==> src/rtl/instr_encoder_if.sv <==
// instr_encoder_if: bus bundle for the streaming instruction encoder.
//   Request side : req_valid_i, req_ready_o, req_class_i, rd_i, rs1_i, rs2_i,
//                  funct3_i, funct7_i, imm_i
//   Output side  : instr_valid_o, instr_ready_i, instr_o, addr_o, count_o
//   Status       : error_o (sticky illegal-request flag)
// The slave modport is the encoder; the master modport is the producer/consumer.
interface instr_encoder_if #(
  parameter int unsigned DEPTH = 4
);
  localparam int unsigned CntW = $clog2(DEPTH) + 1;

  logic            req_valid_i;
  logic            req_ready_o;
  logic [2:0]      req_class_i;
  logic [4:0]      rd_i;
  logic [4:0]      rs1_i;
  logic [4:0]      rs2_i;
  logic [2:0]      funct3_i;
  logic [6:0]      funct7_i;
  logic [11:0]     imm_i;
  logic            instr_valid_o;
  logic            instr_ready_i;
  logic [31:0]     instr_o;
  logic [31:0]     addr_o;
  logic [CntW-1:0] count_o;
  logic            error_o;

  modport slave (
    input  req_valid_i, req_class_i, rd_i, rs1_i, rs2_i, funct3_i, funct7_i, imm_i,
    input  instr_ready_i,
    output req_ready_o, instr_valid_o, instr_o, addr_o, count_o, error_o
  );

  modport master (
    output req_valid_i, req_class_i, rd_i, rs1_i, rs2_i, funct3_i, funct7_i, imm_i,
    output instr_ready_i,
    input  req_ready_o, instr_valid_o, instr_o, addr_o, count_o, error_o
  );
endinterface

==> src/rtl/instr_encoder.sv <==
// instr_encoder: assembles RV32I instruction words (R, I-ALU, lw, sw, beq) from
// field-level requests, buffers them in a DEPTH-word circular FIFO and emits
// them with sequential byte addresses starting at BASE_ADDR.
// Ports:
//   clk_i   : clock, rising edge
//   rst_i   : synchronous active-high reset
//   clear_i : synchronous flush of FIFO and address counter (error flag kept)
//   bus     : instr_encoder_if.slave request/output/status bundle
// Optional feature: define ENCODER_CHECK_EN to reject illegal requests (class 5-7,
// R-type with unsupported funct7) and raise sticky error_o. Without it, classes
// 5-7 encode as NOP and error_o is tied low.
module instr_encoder #(
  parameter int unsigned DEPTH     = 4,
  parameter logic [31:0] BASE_ADDR = 32'h0000_0000
) (
  input logic              clk_i,
  input logic              rst_i,
  input logic              clear_i,
  instr_encoder_if.slave   bus
);
  localparam int unsigned PtrW = $clog2(DEPTH);
  localparam int unsigned CntW = PtrW + 1;

  logic [31:0]     r_mem [DEPTH];
  logic [PtrW-1:0] r_wptr;
  logic [PtrW-1:0] r_rptr;
  logic [CntW-1:0] r_count;
  logic [31:0]     r_addr;

  logic            w_full;
  logic            w_empty;
  logic            w_accept;
  logic            w_push;
  logic            w_pop;
  logic            w_illegal;
  logic [31:0]     w_word;

  // Handshake flags come from the registered count only.
  assign w_full   = (r_count == CntW'(DEPTH));
  assign w_empty  = (r_count == '0);
  assign w_accept = bus.req_valid_i && !w_full;
  assign w_push   = w_accept && !w_illegal;
  assign w_pop    = !w_empty && bus.instr_ready_i;

  assign bus.req_ready_o   = !w_full;
  assign bus.instr_valid_o = !w_empty;
  assign bus.instr_o       = r_mem[r_rptr];
  assign bus.addr_o        = r_addr;
  assign bus.count_o       = r_count;

  // Field assembly per instruction class.
  always_comb begin
    w_word    = 32'h0000_0013;
    w_illegal = 1'b0;
    case (bus.req_class_i)
      3'd0: begin
        w_word = {bus.funct7_i, bus.rs2_i, bus.rs1_i, bus.funct3_i, bus.rd_i, 7'b0110011};
`ifdef ENCODER_CHECK_EN
        w_illegal = (bus.funct7_i != 7'b0000000) && (bus.funct7_i != 7'b0100000);
`endif
      end
      3'd1: w_word = {bus.imm_i, bus.rs1_i, bus.funct3_i, bus.rd_i, 7'b0010011};
      3'd2: w_word = {bus.imm_i, bus.rs1_i, 3'b010, bus.rd_i, 7'b0000011};
      3'd3: w_word = {bus.imm_i[11:5], bus.rs2_i, bus.rs1_i, 3'b010, bus.imm_i[4:0],
                      7'b0100011};
      // imm_i already holds offset[12:1], so bit n here is offset bit n+1.
      3'd4: w_word = {bus.imm_i[11], bus.imm_i[9:4], bus.rs2_i, bus.rs1_i, 3'b000,
                      bus.imm_i[3:0], bus.imm_i[10], 7'b1100011};
      default: begin
        w_word = 32'h0000_0013;
`ifdef ENCODER_CHECK_EN
        w_illegal = 1'b1;
`endif
      end
    endcase
  end

  always_ff @(posedge clk_i) begin
    if (rst_i) begin
      r_wptr  <= '0;
      r_rptr  <= '0;
      r_count <= '0;
      r_addr  <= BASE_ADDR;
      for (int unsigned i = 0; i < DEPTH; i++) begin
        r_mem[i] <= '0;
      end
    end else if (clear_i) begin
      r_wptr  <= '0;
      r_rptr  <= '0;
      r_count <= '0;
      r_addr  <= BASE_ADDR;
    end else begin
      if (w_push) begin
        r_mem[r_wptr] <= w_word;
        r_wptr        <= r_wptr + 1'b1;
      end
      if (w_pop) begin
        r_rptr <= r_rptr + 1'b1;
        r_addr <= r_addr + 32'd4;
      end
      case ({w_push, w_pop})
        2'b10:   r_count <= r_count + 1'b1;
        2'b01:   r_count <= r_count - 1'b1;
        default: r_count <= r_count;
      endcase
    end
  end

`ifdef ENCODER_CHECK_EN
  logic r_error;

  // Sticky until reset; a request accepted during clear_i is discarded entirely.
  always_ff @(posedge clk_i) begin
    if (rst_i) begin
      r_error <= 1'b0;
    end else if (!clear_i && w_accept && w_illegal) begin
      r_error <= 1'b1;
    end
  end

  assign bus.error_o = r_error;
`else
  assign bus.error_o = 1'b0;
`endif
endmodule

==> src/flat_wrapper.sv <==
// flat-port wrapper written by rule: the top's interface ports become plain ports
module instr_encoder_flat 
#(
  parameter int unsigned DEPTH     = 4,
  parameter logic [31:0] BASE_ADDR = 32'h0000_0000
)
  (clk_i, rst_i, clear_i, bus_req_valid_i, bus_req_class_i, bus_rd_i, bus_rs1_i, bus_rs2_i, bus_funct3_i, bus_funct7_i, bus_imm_i, bus_instr_ready_i, bus_req_ready_o, bus_instr_valid_o, bus_instr_o, bus_addr_o, bus_count_o, bus_error_o);
  instr_encoder_if #(.DEPTH(DEPTH)) bus_i ();
  input logic clk_i;
  input logic rst_i;
  input logic clear_i;
  input wire logic [$bits(bus_i.req_valid_i)-1:0] bus_req_valid_i;
  input wire logic [$bits(bus_i.req_class_i)-1:0] bus_req_class_i;
  input wire logic [$bits(bus_i.rd_i)-1:0] bus_rd_i;
  input wire logic [$bits(bus_i.rs1_i)-1:0] bus_rs1_i;
  input wire logic [$bits(bus_i.rs2_i)-1:0] bus_rs2_i;
  input wire logic [$bits(bus_i.funct3_i)-1:0] bus_funct3_i;
  input wire logic [$bits(bus_i.funct7_i)-1:0] bus_funct7_i;
  input wire logic [$bits(bus_i.imm_i)-1:0] bus_imm_i;
  input wire logic [$bits(bus_i.instr_ready_i)-1:0] bus_instr_ready_i;
  output wire logic [$bits(bus_i.req_ready_o)-1:0] bus_req_ready_o;
  output wire logic [$bits(bus_i.instr_valid_o)-1:0] bus_instr_valid_o;
  output wire logic [$bits(bus_i.instr_o)-1:0] bus_instr_o;
  output wire logic [$bits(bus_i.addr_o)-1:0] bus_addr_o;
  output wire logic [$bits(bus_i.count_o)-1:0] bus_count_o;
  output wire logic [$bits(bus_i.error_o)-1:0] bus_error_o;
  assign bus_i.req_valid_i = bus_req_valid_i;
  assign bus_i.req_class_i = bus_req_class_i;
  assign bus_i.rd_i = bus_rd_i;
  assign bus_i.rs1_i = bus_rs1_i;
  assign bus_i.rs2_i = bus_rs2_i;
  assign bus_i.funct3_i = bus_funct3_i;
  assign bus_i.funct7_i = bus_funct7_i;
  assign bus_i.imm_i = bus_imm_i;
  assign bus_i.instr_ready_i = bus_instr_ready_i;
  assign bus_req_ready_o = bus_i.req_ready_o;
  assign bus_instr_valid_o = bus_i.instr_valid_o;
  assign bus_instr_o = bus_i.instr_o;
  assign bus_addr_o = bus_i.addr_o;
  assign bus_count_o = bus_i.count_o;
  assign bus_error_o = bus_i.error_o;
  instr_encoder #(.DEPTH(DEPTH), .BASE_ADDR(BASE_ADDR)) u_core (.clk_i(clk_i), .rst_i(rst_i), .clear_i(clear_i), .bus(bus_i));
endmodule
==> config.mk <==
export PLATFORM = sky130hd
export DESIGN_NAME = instr_encoder_flat
export DESIGN_NICKNAME = d
export VERILOG_FILES = /design/src/rtl/instr_encoder_if.sv /design/src/rtl/instr_encoder.sv /design/src/flat_wrapper.sv
export SDC_FILE = /design/constraint.sdc
export NUM_CORES = 1
export LEC_CHECK = 0
export ABC_AREA = 1
export CAP_MARGIN = 20
export CORE_ASPECT_RATIO = 0.5
export CORE_MARGIN = 4
export CORE_UTILIZATION = 45
export CTS_BUF_LIST = sky130_fd_sc_hd__clkbuf_2
export DETAILED_ROUTE_END_ITERATION = 8
export PLACE_DENSITY = 0.77
export SLEW_MARGIN = 20
export SYNTH_ARGS = -nofsm -noshare
export SYNTH_HDL_FRONTEND = slang
export SYNTH_SLANG_ARGS = --single-unit
==> constraint.sdc <==
create_clock -name clk_i -period 2 [get_ports clk_i]
set_input_delay 0.4 -clock clk_i [delete_from_list [all_inputs] [get_ports clk_i]]
set_output_delay 0.4 -clock clk_i [all_outputs]
set_load 0.005 [all_outputs]
==> impl_metrics.env <==
export IMPL_drc_errors=0
export IMPL_period_share=1.19
export IMPL_initial_core_util=0.469
export IMPL_timing_final_max_slew_violations=0
export IMPL_syn_area_mm2=0.00736
export IMPL_yosysSeqAreaShare=0.579
export IMPL_core_area_mm2=0.0157
export IMPL_drtIter0Drc=595
export IMPL_area_delta_synth_final_pct=35.0
export IMPL_power_w=0.00602
export IMPL_synth_seq_cells=155
export IMPL_drt_pass1_iterations=5
export IMPL_gp_congestion=0.957
export IMPL_status="finished with violations"
export IMPL_cts_made_buffers=17
export IMPL_die_height_um=98.4
export IMPL_row_count=32
export IMPL_whs_ps=335
export IMPL_utilization=0.633
export IMPL_cts_max_level=4
export IMPL_comb_power_share=0.111
export IMPL_grt_pass1_vias=6606
export IMPL_io_buffers=109
export IMPL_clkTransAtPathRegs_ps=280
export IMPL_rsz0062_at_grt="true"
export IMPL_layout_setup_ws_ps=-388
export IMPL_min_path_type="in -> reg"
export IMPL_regArea_mm2=0.00436
export IMPL_cp_max_fo=9
export IMPL_ir_drop_mv=0.287
export IMPL_min_period_ps=2390
export IMPL_synth_flop_cell="edfxtp_1"
export IMPL_swShare=0.279
export IMPL_num_fill_cells=1273
export IMPL_syn_instance_count=827
export IMPL_die_area_mm2=0.0186
export IMPL_max_slew_margin=0.656
export IMPL_track_usage=0.232
export IMPL_failed_checks="negative setup slack"
export IMPL_seq_power_share=0.595
export IMPL_drv_cap=0
export IMPL_grt_max_degree=30
export IMPL_p_int_w=0.00434
export IMPL_cp_arrival_ps=1990
export IMPL_synth_enable_flop_cells=116
export IMPL_antenna_found_initial=0
export IMPL_fin_worst_skew_ps=45.1
export IMPL_yosysWarnings=0
export IMPL_clockBufferDepth=2
export IMPL_rr_worst_depth=11
export IMPL_cts_root_buf="clkbuf_2"
export IMPL_grt_remaining_overflow=0
export IMPL_wl_mm=21.6
export IMPL_cts_sinks=155
export IMPL_p_leak_nw=4.14
export IMPL_worst_slew_pin_transition_ps=511
export IMPL_grt_pass1_wl_mm=33.9
export IMPL_critPathLaunchType="flip-flop"
export IMPL_yosysUniqueCellTypes=37
export IMPL_cts_tree="done"
export IMPL_multiInputGateArea_mm2=0.00280
export IMPL_die_w_um=189
export IMPL_top_level_ports=115
export IMPL_nNetsFinal=1057
export IMPL_synthArstFlopShare=0
export IMPL_synth_avg_cell_area_um2=8.90
export IMPL_insertion_delay_ps=760
export IMPL_end_kind="output port"
export IMPL_power_density_mw_per_mm2=606
export IMPL_whs_path_depth=3
export IMPL_finalSetupTns_ps=-9110
export IMPL_clockPowerShare=0.293
export IMPL_fmax_ghz=0.419
export IMPL_p_switching_w=0.00168
export IMPL_ant_nets=0
export IMPL_drive_gt1_frac=0.280
export IMPL_required_ps=1600
export IMPL_setup_viol=30
export IMPL_viasPerCell=5.36
export IMPL_worstSetupPathType="reg -> out"
export IMPL_avgRoutedWirePerCell_um=17.3
export IMPL_hold_viol_final=0
export IMPL_place_hpwl_mm=12.9
export IMPL_num_vias=6657
export IMPL_r2r_setup_slack_ps=210
## per-layer routing
| metal | wire, µm | track usage |
|---|---|---|
| met1 | 8260 | 0.288 |
| met2 | 10700 | 0.409 |
| met3 | 1940 | 0.0495 |
| met4 | 585 | 0.0755 |
| met5 | 80 | 0 |
## metrics by stage
step	area [µm²]	std cells	setup WS, ps
6_report	9940	1243	-388
5_1_grt	9940	1242	-462
4_1_cts	9870	1242	-367
3_5_place_dp	8970	1166	-151
3_3_place_gp	8970	1166	-180
2_1_floorplan	7380	831	70.1
## cell type report
| type | count | area share |
|---|---|---|
| inverters | 98 | 0.0389 |
| flip-flops and latches | 155 | 0.438 |
| repair buffers | 199 | 0.190 |
| diodes | 1 | 0.000252 |
| clock buffers | 17 | 0.00856 |
| multi-input cells | 538 | 0.281 |
| clock inverters | 14 | 0.0152 |
| well taps | 221 | 0.0278 |
## worst max-delay path, cell delays in order, from the launching register on
cell	delay [ps]
dfxtp_4	420
buf_12	140
inv_16	100
buf_16	140
nor2_1	50
o22ai_1	250
buf_2	170
## worst paths after layout
path / start / endpoint
setup reg to reg: u_core.bus.count_o[0]$_SDFFE_PP0P_ / u_core.bus.count_o[2]$_SDFFE_PP0P_
setup / recovery: flip-flop / bus_instr_o[13]
hold reg to reg: u_core.r_rptr[1]$_SDFFE_PP0P_ / flip-flop
hold / removal: bus_rs1_i[0] / u_core.r_mem[2][15]$_SDFFCE_PN0P_
## flip-flops by register name, indices dropped and copies added, names as in the netlist, named ones only
register / count
u_core.bus.addr_o: 30
u_core.bus.count_o: 3
u_core.r_wptr: 2
u_core.r_mem: 116
u_core.r_rptr: 2
## logic make-up after synthesis
| kind of cell | share of synthesized area |
|---|---|
| AO/OA/AOI/OAI | 0.119 |
| flip-flops | 0.579 |
| adder cells (fa/ha/maj) | 0.00612 |
| AND/OR/NAND/NOR | 0.212 |
| other | 0.000509 |
| buffers and inverters | 0.0785 |
| XOR/XNOR | 0.00476 |
## layout by cell type (no fill, tap or decap), types with 18 or more instances in the layout
cell,n
o21ai_1,30
nor2_2,18
inv_1,80
dfxtp_4,19
edfxtp_1,116
nor2_1,185
buf_4,67
nand2_1,109
o21ai_0,42
clkbuf_2,18
buf_2,30
clkdlybuf4s50_1,44
dlygate4sd2_1,33
## power groups by stage
stage	Combinational [W]	Clock (W)	Sequential, W
floorplan	0.000281	0	0.00366
global placement	0.000616	0	0.00366
detailed placement	0.000624	0	0.00367
CTS	0.000655	0.00177	0.00358
global route	0.000719	0.00194	0.00360
finish	0.000669	0.00177	0.00359
## Yosys cell counts (all sizes together) (4+ instances only)
master	n	share of area
inv	98	0.050
dfxtp	39	0.11
o221ai	9	0.015
nand2	119	0.063
clkbuf	20	0.010
o21ai	88	0.060
o21bai	4	0.0041
nor3	11	0.0090
nand3	17	0.012
buf	20	0.018
o22ai	29	0.025
nor2	214	0.11
edfxtp	116	0.47
nand4	9	0.0076
a21oi	19	0.013
## repair_timing
| item | in CTS | in global routing |
|---|---|---|
| hold buffers | 0 | 0 |
| setup buffers | 36 | 0 |
| cloned | 9 | 0 |
| pin swaps | 32 | 13 |
| gates resized for setup | 305 | 31 |
| setup endpoints to repair | 65 | 33 |
Note: power is estimated with default switching activity, not from simulation.
